--- config.mk ---
export PLATFORM = sky130hd
export DESIGN_NAME = alu_serial_seq
export DESIGN_NICKNAME = d
export VERILOG_FILES = /design/src/rtl/alu_pkg.sv /design/src/rtl/alu_bit_slice.sv /design/src/rtl/alu_serial_seq.sv
export SDC_FILE = /design/constraint.sdc
export NUM_CORES = 1
export LEC_CHECK = 0
export CAP_MARGIN = 20
export CORE_ASPECT_RATIO = 0.6
export CORE_MARGIN = 2
export CORE_UTILIZATION = 45
export DETAILED_ROUTE_END_ITERATION = 10
export HOLD_SLACK_MARGIN = 0.06
export PLACE_DENSITY = 0.81
export SYNTH_ARGS = -nofsm -noshare
export SYNTH_HDL_FRONTEND = slang
export SYNTH_SLANG_ARGS = --single-unit
--- constraint.sdc ---
create_clock -name clk -period 2.2 [get_ports clk]
set_clock_uncertainty 0.2 [all_clocks]
set_input_delay 0.33 -clock clk [delete_from_list [all_inputs] [get_ports clk]]
set_output_delay 0.33 -clock clk [all_outputs]
set_load 0.01 [all_outputs]
--- src/rtl/alu_pkg.sv ---
`default_nettype none
// ============================================================================
//  Module   : alu_pkg
//  Purpose  : Shared definitions for the bit-serial ALU sequencer:
//             3-bit opcode encodings, sequencer state enum, default width
//             and a small opcode classification helper.
//  Revision : 1.0  initial release
// ============================================================================
package alu_pkg;

    localparam int WIDTH_DEFAULT = 4;

    localparam logic [2:0] OP_AND      = 3'b000;
    localparam logic [2:0] OP_NOT      = 3'b001;
    localparam logic [2:0] OP_OR       = 3'b010;
    localparam logic [2:0] OP_XOR      = 3'b011;
    localparam logic [2:0] OP_ADD      = 3'b100;
    localparam logic [2:0] OP_SUB      = 3'b101;
    localparam logic [2:0] OP_TRANSFER = 3'b110;
    localparam logic [2:0] OP_TEST     = 3'b111;

    typedef enum logic [1:0] {
        IDLE = 2'd0,
        RUN  = 2'd1,
        DONE = 2'd2
    } state_t;

    // ADD and SUB are the only opcodes whose carry chain is meaningful.
    function automatic logic is_arith(input logic [2:0] op);
        return (op == OP_ADD) || (op == OP_SUB);
    endfunction

endpackage
`default_nettype wire

--- src/rtl/alu_bit_slice.sv ---
`default_nettype none
// ============================================================================
//  Module   : alu_bit_slice
//  Purpose  : Combinational 1-bit ALU slice. ADD uses a full adder; the
//             logic ops and TRANSFER produce carry_out = 0.
//  Ports    : a, b, carry_in  - 1-bit operands and carry
//             select [2:0]    - slice opcode (AND/NOT/OR/XOR/ADD/TRANSFER)
//             out, carry_out  - 1-bit result and carry
//  Revision : 1.0  initial release
// ============================================================================
module alu_bit_slice
    import alu_pkg::*;
(
    input  logic       a,
    input  logic       b,
    input  logic       carry_in,
    input  logic [2:0] select,
    output logic       out,
    output logic       carry_out
);

    always_comb begin
        out       = 1'b0;
        carry_out = 1'b0;
        case (select)
            OP_AND:      out = a & b;
            OP_NOT:      out = ~a;
            OP_OR:       out = a | b;
            OP_XOR:      out = a ^ b;
            OP_ADD: begin
                out       = a ^ b ^ carry_in;
                carry_out = (a & b) | (a & carry_in) | (b & carry_in);
            end
            OP_TRANSFER: out = a;
            // SUB and TEST are remapped by the sequencer and never reach here.
            default:     out = 1'b0;
        endcase
    end

endmodule
`default_nettype wire

--- src/rtl/alu_serial_seq.sv ---
`default_nettype none
// ============================================================================
//  Module   : alu_serial_seq
//  Purpose  : Bit-serial sequencer running a WIDTH-bit operation through one
//             time-shared 1-bit ALU slice, LSB first, one bit per clock.
//             IDLE -> RUN (WIDTH cycles) -> DONE (1 cycle) -> IDLE.
//  Ports    : clk, reset (async, active high)
//             start/ready          - request handshake (ready high in IDLE)
//             a, b [WIDTH-1:0]     - operands, sampled on accept
//             select [2:0]         - opcode, sampled on accept
//             result [WIDTH-1:0]   - last committed result (TEST never writes)
//             carry_out            - final carry of ADD/SUB, else 0
//             done                 - one-cycle pulse while in DONE
//             zero, overflow       - status flags (ALU_SERIAL_FLAGS_EN only)
//  Config   : `define ALU_SERIAL_FLAGS_EN to add zero/overflow outputs.
//  Revision : 1.0  initial release
// ============================================================================
module alu_serial_seq
    import alu_pkg::*;
#(
    parameter int WIDTH = WIDTH_DEFAULT
) (
    input  logic             clk,
    input  logic             reset,
    input  logic             start,
    output logic             ready,
    input  logic [WIDTH-1:0] a,
    input  logic [WIDTH-1:0] b,
    input  logic [2:0]       select,
    output logic [WIDTH-1:0] result,
    output logic             carry_out,
`ifdef ALU_SERIAL_FLAGS_EN
    output logic             done,
    output logic             zero,
    output logic             overflow
`else
    output logic             done
`endif
);

    localparam int                 c_cnt_w    = $clog2(WIDTH + 1);
    localparam logic [c_cnt_w-1:0] c_last_bit = c_cnt_w'(WIDTH - 1);

    state_t             r_state;
    state_t             w_state_next;
    logic [WIDTH-1:0]   r_a_sh;
    logic [WIDTH-1:0]   r_b_sh;
    logic [WIDTH-1:0]   r_res_sh;
    logic [2:0]         r_op;
    logic               r_carry;
    logic [c_cnt_w-1:0] r_cnt;
    logic [WIDTH-1:0]   r_result;
    logic               r_carry_out;

    logic               w_is_arith;
    logic [2:0]         w_slice_op;
    logic               w_b_eff;
    logic               w_slice_out;
    logic               w_slice_carry;
    logic               w_last;
    logic [WIDTH-1:0]   w_res_next;

    // SUB runs as ADD of ~b with carry-in 1; TEST runs as AND.
    assign w_is_arith = is_arith(r_op);
    assign w_slice_op = (r_op == OP_SUB)  ? OP_ADD :
                        (r_op == OP_TEST) ? OP_AND : r_op;
    assign w_b_eff    = (r_op == OP_SUB) ? ~r_b_sh[0] : r_b_sh[0];
    assign w_last     = (r_cnt == c_last_bit);
    assign w_res_next = {w_slice_out, r_res_sh[WIDTH-1:1]};

    alu_bit_slice u_slice (
        .a         (r_a_sh[0]),
        .b         (w_b_eff),
        .carry_in  (r_carry),
        .select    (w_slice_op),
        .out       (w_slice_out),
        .carry_out (w_slice_carry)
    );

    // ---------------- state register ----------------
    always_ff @(posedge clk or posedge reset) begin
        if (reset) begin
            r_state <= IDLE;
        end else begin
            r_state <= w_state_next;
        end
    end

    // ---------------- next-state logic ----------------
    always_comb begin
        w_state_next = r_state;
        case (r_state)
            IDLE:    if (start) w_state_next = RUN;
            RUN:     if (w_last) w_state_next = DONE;
            DONE:    w_state_next = IDLE;
            default: w_state_next = IDLE;
        endcase
    end

    // ---------------- outputs decoded from state ----------------
    always_comb begin
        ready = 1'b0;
        done  = 1'b0;
        case (r_state)
            IDLE:    ready = 1'b1;
            DONE:    done  = 1'b1;
            default: ;
        endcase
    end

    // ---------------- datapath ----------------
    // Results are committed on the edge that enters DONE so they are visible
    // in the same cycle as the done pulse.
    always_ff @(posedge clk or posedge reset) begin
        if (reset) begin
            r_a_sh      <= '0;
            r_b_sh      <= '0;
            r_res_sh    <= '0;
            r_op        <= OP_AND;
            r_carry     <= 1'b0;
            r_cnt       <= '0;
            r_result    <= '0;
            r_carry_out <= 1'b0;
        end else begin
            case (r_state)
                IDLE: begin
                    if (start) begin
                        r_a_sh   <= a;
                        r_b_sh   <= b;
                        r_op     <= select;
                        r_cnt    <= '0;
                        r_carry  <= (select == OP_SUB);
                        r_res_sh <= '0;
                    end
                end
                RUN: begin
                    r_a_sh   <= r_a_sh >> 1;
                    r_b_sh   <= r_b_sh >> 1;
                    r_res_sh <= w_res_next;
                    r_carry  <= w_is_arith ? w_slice_carry : 1'b0;
                    r_cnt    <= r_cnt + 1'b1;
                    if (w_last) begin
                        if (r_op != OP_TEST) begin
                            r_result <= w_res_next;
                        end
                        r_carry_out <= w_is_arith ? w_slice_carry : 1'b0;
                    end
                end
                default: ;
            endcase
        end
    end

    assign result    = r_result;
    assign carry_out = r_carry_out;

`ifdef ALU_SERIAL_FLAGS_EN
    logic r_zero;
    logic r_overflow;

    // On the last bit r_carry is the carry into the MSB.
    always_ff @(posedge clk or posedge reset) begin
        if (reset) begin
            r_zero     <= 1'b0;
            r_overflow <= 1'b0;
        end else if (r_state == RUN && w_last) begin
            r_zero     <= (w_res_next == '0);
            r_overflow <= w_is_arith ? (r_carry ^ w_slice_carry) : 1'b0;
        end
    end

    assign zero     = r_zero;
    assign overflow = r_overflow;
`endif

endmodule
`default_nettype wire

==> results of run 1 <==
worst reg2reg max path: cells and delay by family, from the launching register on:
kind,cells,cell delay (ns)
XOR/XNOR,1,0.20
AND/OR/NAND/NOR,2,0.28
adder cells (fa/ha/maj),1,0.45
AO/OA/AOI/OAI,3,0.49
flip-flops,1,0.37
Yosys cell counts:
library cell	instances	area share (%)
nand2_1	35	10
dfrtp_1	25	49
o21ai_0	10	3.9
nor2_1	9	2.7
a31oi_1	6	3.0
inv_1	6	1.8
ha_1	4	3.9
mux2_4	4	4.7
nand3_1	4	1.6
a21oi_1	3	1.2
buf_4	3	1.8
buf_6	2	1.8
o21ai_2	2	1.4
a21oi_2	1	0.69
a32oi_1	1	0.69
and2b_1	1	0.59
and2b_4	1	0.79
fa_1	1	1.6
nand2b_1	1	0.49
nand3_4	1	1.4
nand4b_1	1	0.69
nor2b_1	1	0.49
nor3_1	1	0.39
nor3b_4	1	1.5
o21ai_1	1	0.39
o221a_4	1	1.6
or2b_1	1	0.59
xnor2_1	1	0.69
cells by family (layout without fill, tap and decap cells):
logic type	Yosys count	count (layout)	share of synthesized area, %
flops	25	25	49.4
simple gates	57	57	21.5
xor+xnor	1	1	0.691
fa+ha+maj	5	5	5.53
compound gates	25	25	12.8
buf+inv	11	37	5.33
mux	4	4	4.74
layout make-up:
type	instances	area [µm²]	share of cell area, %
Clock buffer	4	45.0	2.87
Inverter	6	22.5	1.44
Multi-Input combinational cell	92	582	37.1
Sequential cell	25	626	39.9
Tap cell	32	40.0	2.55
Timing Repair Buffer	27	253	16.1
state kept, by name (all words and copies together) (netlist names):
signal     cells
r_carry        1
r_state        2
r_res_sh       3
r_cnt          3
result         4
r_a_sh         4
r_op           3
carry_out      1
r_b_sh         4
report_power, final:
group | internal [mW] | total (mW) | switching (mW)
Clock | 0.129 | 0.261 | 0.132
Sequential | 0.668 | 0.819 | 0.151
Combinational | 0.566 | 1.17 | 0.601
repair_timing:
item	in CTS	in global routing
resized for setup	0	1
endpoints found under the setup margin	0	2
hold buffers	0	0
buffers inserted	0	0
stage by stage:
stage	cell area (µm²)	total power [mW]	instances	hold slack, ns
after floorplan	1270	1.66	128	0.157
after global placement	1520	1.90	182	0.276
after detailed placement	1520	1.98	182	0.284
after CTS	1560	2.25	186	0.227
after global routing	1570	2.43	186	0.255
final	1570	2.25	186	0.211
worst paths after layout:
check	startpoint	to	slack (ns)	depth (start not counted)
min in group clk	result[3]$_DFFE_PP0P_	result[3]$_DFFE_PP0P_	0.30	2
max in group asynchronous	reset	r_b_sh[3]$_DFFE_PP0P_	1.34	3
worst min register to register	result[3]$_DFFE_PP0P_	result[3]$_DFFE_PP0P_	0.30	2
worst min-delay path	reset	result[2]$_DFFE_PP0P_	0.21	3
worst max-delay path	r_op[1]$_DFFE_PP0P_	r_res_sh[3]$_DFFE_PP0P_	0.11	7
worst max register to register	r_op[1]$_DFFE_PP0P_	r_res_sh[3]$_DFFE_PP0P_	0.11	7
metal layers:
metal / vias to the layer above / part of all wire (%) / track usage, %
li1: 475 / - / -
met1: 449 / 47 / 23.5
met2: 29 / 46 / 27.3
met3: 2 / 6.2 / 5.36
met4: 0 / 0.56 / 2.22
met5: - / 0 / 0
==> impl_metrics.yaml, run 1 <==
critical_path:
  worst_setup_path_start_kind: "flop"
  critPathBufInv: 0
  crit_fanout: 3
  critical_path_class: "flop to flop"
  critPathArrivalTime_ns: 2.05
  cp_top_family: "compound AO/OA/AOI/OAI gates"
  slowest_stage: "fa_1"
  critical_path_required_ns: 2.16
  path_cells: "and2b_1, nand2_1, xnor2_2, fa_1, a32oi_1, o221a_4, o21ai_2"
  end_kind: "flop"
  crit_path_max_incr_delay_ns: 0.45
floorplanning:
  start_util_pct: 48.9
  die_h_um: 45.1
  fp.dieW_um: 72.5
  rows: 14
  core_area_mm2: 0.00259
  pin_count: 21
  die_area_mm2: 0.00327
timing:
  rsz0062_at_grt: "no"
  tightestPinTransition_ns: 0.839
  finalWorstSetupSlack_ns: 0.112
  fin_tns_setup_ns: 0
  fmaxAchievable_mhz: 479
  fin_crit_sh_pct: 94.9
  final_hold_viol_count: 0
  drv_slew: 0
  slew_headroom_pct: 44.0
  min_period_ns: 2.09
  setup_viol: 0
outcome:
  status: "finished clean"
global_route:
  groute.usage.overall_pct: 16.9
  overflow: 0
  antenna_found_initial: 0
  first_global_vias: 890
  grt_max_degree: 26
  grt_pass1_wl_um: 4130
logic_synthesis:
  syn_avg_cell_area_um2: 9.90
  synth_cells: 128
  synth_area_mm2: 0.00127
  synth_nets: 147
  yosysSeqAreaShare_pct: 49.4
  synth_cell_types: 28
  ys_warn_count: 0
  synth-seq-cells: 25
place:
  port_buffers: 20
  gp_congestion: 0.986
  hpwl_um: 1870
  pre_cts_ws_ns: 0.0356
layout:
  final_common_cell: "nand2_1"
  nFillCells: 221
  antenna_cells: 0
  final_cell_mix: "35 x nand2_1, 25 x dfrtp_1, 20 x clkdlybuf4s50_1, 10 x o21ai_0, 9 x nor2_1"
  drive_gt1_share_pct: 14.3
  postLayoutCoreUtil_pct: 60.5
  fin_nets: 174
  area_growth_pct: 23.7
detailed_routing:
  wirelength_um: 2490
  routed_via_density: 5.13
  dr.pass1.iters: 4
  drt_iter0_drc: 97
  drc_errors: 0
  post_drt_wl_per_cell_um: 13.4
  routed-via-count: 955
  ant_nets: 0
clock_tree:
  clk_latency_ns: 0.26
  path_clk_slew_ns: 0.08
  clockBufferDepth: 2
  cts.sinks: 25
  cts_tree: "built"
  cts_root_buf: "clkbuf_8"
  h-tree-depth: 1
  cts_buffers: 3
power:
  p_leak_nw: 0.720
  vdd_ir_drop_max_uv: 547
  powerDensity_mw_per_mm2: 1430
worst_hold_path:
  hold_class: "primary input to asynchronous set/reset pin"
job:
  cap_violations: 0
Power figures use the tool's default switching activity.
==> run 2: changes to the inputs <==
--- a/config.mk
+++ b/config.mk
@@ -5,13 +5,15 @@
 export SDC_FILE = /design/constraint.sdc
 export NUM_CORES = 1
 export LEC_CHECK = 0
+export ABC_CLOCK_PERIOD_IN_PS = 2200
 export CAP_MARGIN = 20
 export CORE_ASPECT_RATIO = 0.6
 export CORE_MARGIN = 2
 export CORE_UTILIZATION = 45
 export DETAILED_ROUTE_END_ITERATION = 10
 export HOLD_SLACK_MARGIN = 0.06
-export PLACE_DENSITY = 0.81
+export PLACE_DENSITY = 0.72
+export SLEW_MARGIN = 0
 export SYNTH_ARGS = -nofsm -noshare
 export SYNTH_HDL_FRONTEND = slang
 export SYNTH_SLANG_ARGS = --single-unit
==> impl_metrics.yaml, run 2 (synthesis gave the netlist of run 1 again) <==
layout:
  antenna_cells: 0
  area_growth_pct: 26.1
  final_cell_mix: "34 x nand2_1, 25 x dfrtp_1, 20 x clkdlybuf4s50_1, 10 x o21ai_0"
  fin_nets: 176
  drive_gt1_share_pct: 16.7
  final_common_cell: "nand2_1"
power:
  vdd_ir_drop_max_uv: 596
  p_total_mw: 2.30
  p_leak_nw: 0.735
  powerDensity_mw_per_mm2: 1440
clock_tree:
  cts.sinks: 25
  cts_root_buf: "clkbuf_8"
  h-tree-depth: 1
  clk_latency_ns: 0.26
  cts_hold_buffers: 0
  clockBufferDepth: 2
  path_clk_slew_ns: 0.09
  cts_tree: "built"
  cts_buffers: 3
floorplanning:
  die_area_mm2: 0.00327
  fp.dieW_um: 72.5
  core_area_mm2: 0.00259
  rows: 14
  start_util_pct: 48.9
  pin_count: 21
  die_h_um: 45.1
timing:
  tightestPinTransition_ns: 0.429
  final_hold_viol_count: 0
  fin_tns_setup_ns: 0
  setup_viol: 0
  rsz0062_at_grt: "yes"
  drv_slew: 0
  slew_headroom_pct: 71.4
  min_period_ns: 2.10
  fmaxAchievable_mhz: 475
  fin_crit_sh_pct: 95.7
place:
  port_buffers: 20
  gp_congestion: 0.780
  hpwl_um: 1900
critical_path:
  path_depth: 7
  critPathArrivalTime_ns: 2.06
  r2r_start: "r_op[1]$_DFFE_PP0P_"
  reg2reg_slack_ns: 0.1
  critical_path_class: "flop to flop"
  slowest_stage: "fa_1"
  crit_fanout: 3
  worst_setup_path_start_kind: "flop"
  crit_path_max_incr_delay_ns: 0.48
  worstSetupStartpoint: "r_op[1]$_DFFE_PP0P_"
  path_cells: "and2b_1, nand2_2, xnor2_4, fa_1, a32oi_1, o221a_4, o21ai_2"
  end_kind: "flop"
  worstRegToRegCells: 7
  cp_top_family: "adder cells"
  crit_path_end: "r_res_sh[3]$_DFFE_PP0P_"
  critical_path_required_ns: 2.15
  critPathBufInv: 0
  r2r-end: "r_res_sh[3]$_DFFE_PP0P_"
global_route:
  overflow: 0
  grt_pass1_wl_um: 4420
  grt_max_degree: 26
  groute.usage.overall_pct: 18.2
  first_global_vias: 969
  antenna_found_initial: 0
detailed_routing:
  top_layer_used: "met4"
  post_drt_wl_per_cell_um: 13.3
  routed_via_density: 5.22
  wl_met3_um: 117
  wl_met2_um: 1190
  ant_nets: 0
  drt_iter0_drc: 33
  m1WireLength_um: 1180
  drc_errors: 0
  dr.pass1.iters: 5
  routed-via-count: 982
  wirelength_um: 2500
worst_hold_path:
  hold_class: "primary input to asynchronous set/reset pin"
outcome:
  status: "finished clean"
job:
  cap_violations: 0
## run 2: changes by cell type in the layout (fill, tap and decap cells not counted), sizes merged
cell,delta
buf,+2
clkinv,+1
clkbuf,-1
## run 2: area by class of cell
class                           count  area (µm²)
Clock buffer                        3        41.3
Clock inverter                      1        5.00
Fill cell                         225         995
Inverter                            6        22.5
Multi-Input combinational cell     92         596
Sequential cell                    25         626
Tap cell                           32        40.0
Timing Repair Buffer               29         268
## run 2: stage by stage
step	std cells	util, %	hold slack [ns]	setup WS, ns	cell area [µm²]
after floorplan	128	-	0.157	0.0599	1270
after global placement	183	58.7	0.270	0.108	1520
after detailed placement	183	58.7	0.288	0.0400	1520
after CTS	187	60.5	0.224	0.0231	1570
after global routing	188	61.6	0.244	-0.0142	1600
final	188	61.6	0.212	0.0957	1600
## run 2: worst min path at each step
stage | cells after the start | slack, ns | from | end
after floorplan | 1 | 0.16 | reset | carry_out$_DFFE_PP0P_
after global placement | 2 | 0.27 | result[3]$_DFFE_PP0P_ | result[3]$_DFFE_PP0P_
after detailed placement | 2 | 0.29 | result[3]$_DFFE_PP0P_ | result[3]$_DFFE_PP0P_
after global routing | 3 | 0.24 | reset | result[1]$_DFFE_PP0P_
after CTS | 3 | 0.22 | reset | result[2]$_DFFE_PP0P_
final | 3 | 0.21 | reset | result[2]$_DFFE_PP0P_
## run 2: power by group
group          total (mW)  switching (mW)  internal, mW
registers           0.819           0.152         0.667
logic                1.21           0.609         0.604
clock network       0.269           0.142         0.127
## run 2: repair_timing
item / CTS / global route
buffers inserted: 0 / 1
endpoints found under the setup margin: 0 / 2
resized for setup: 0 / 3
## run 2: metal layers
layer  vias up  global-route usage (%)
met4         0                    1.11
met3         2                    4.69
met2        23                    32.3
li1        485                       -
met1       472                    24.1
met5         -                       0
## run 2: tightest hold or removal path, delay by kind of cell
kind	cells	cell delay, ns
buf+inv	3	0.75
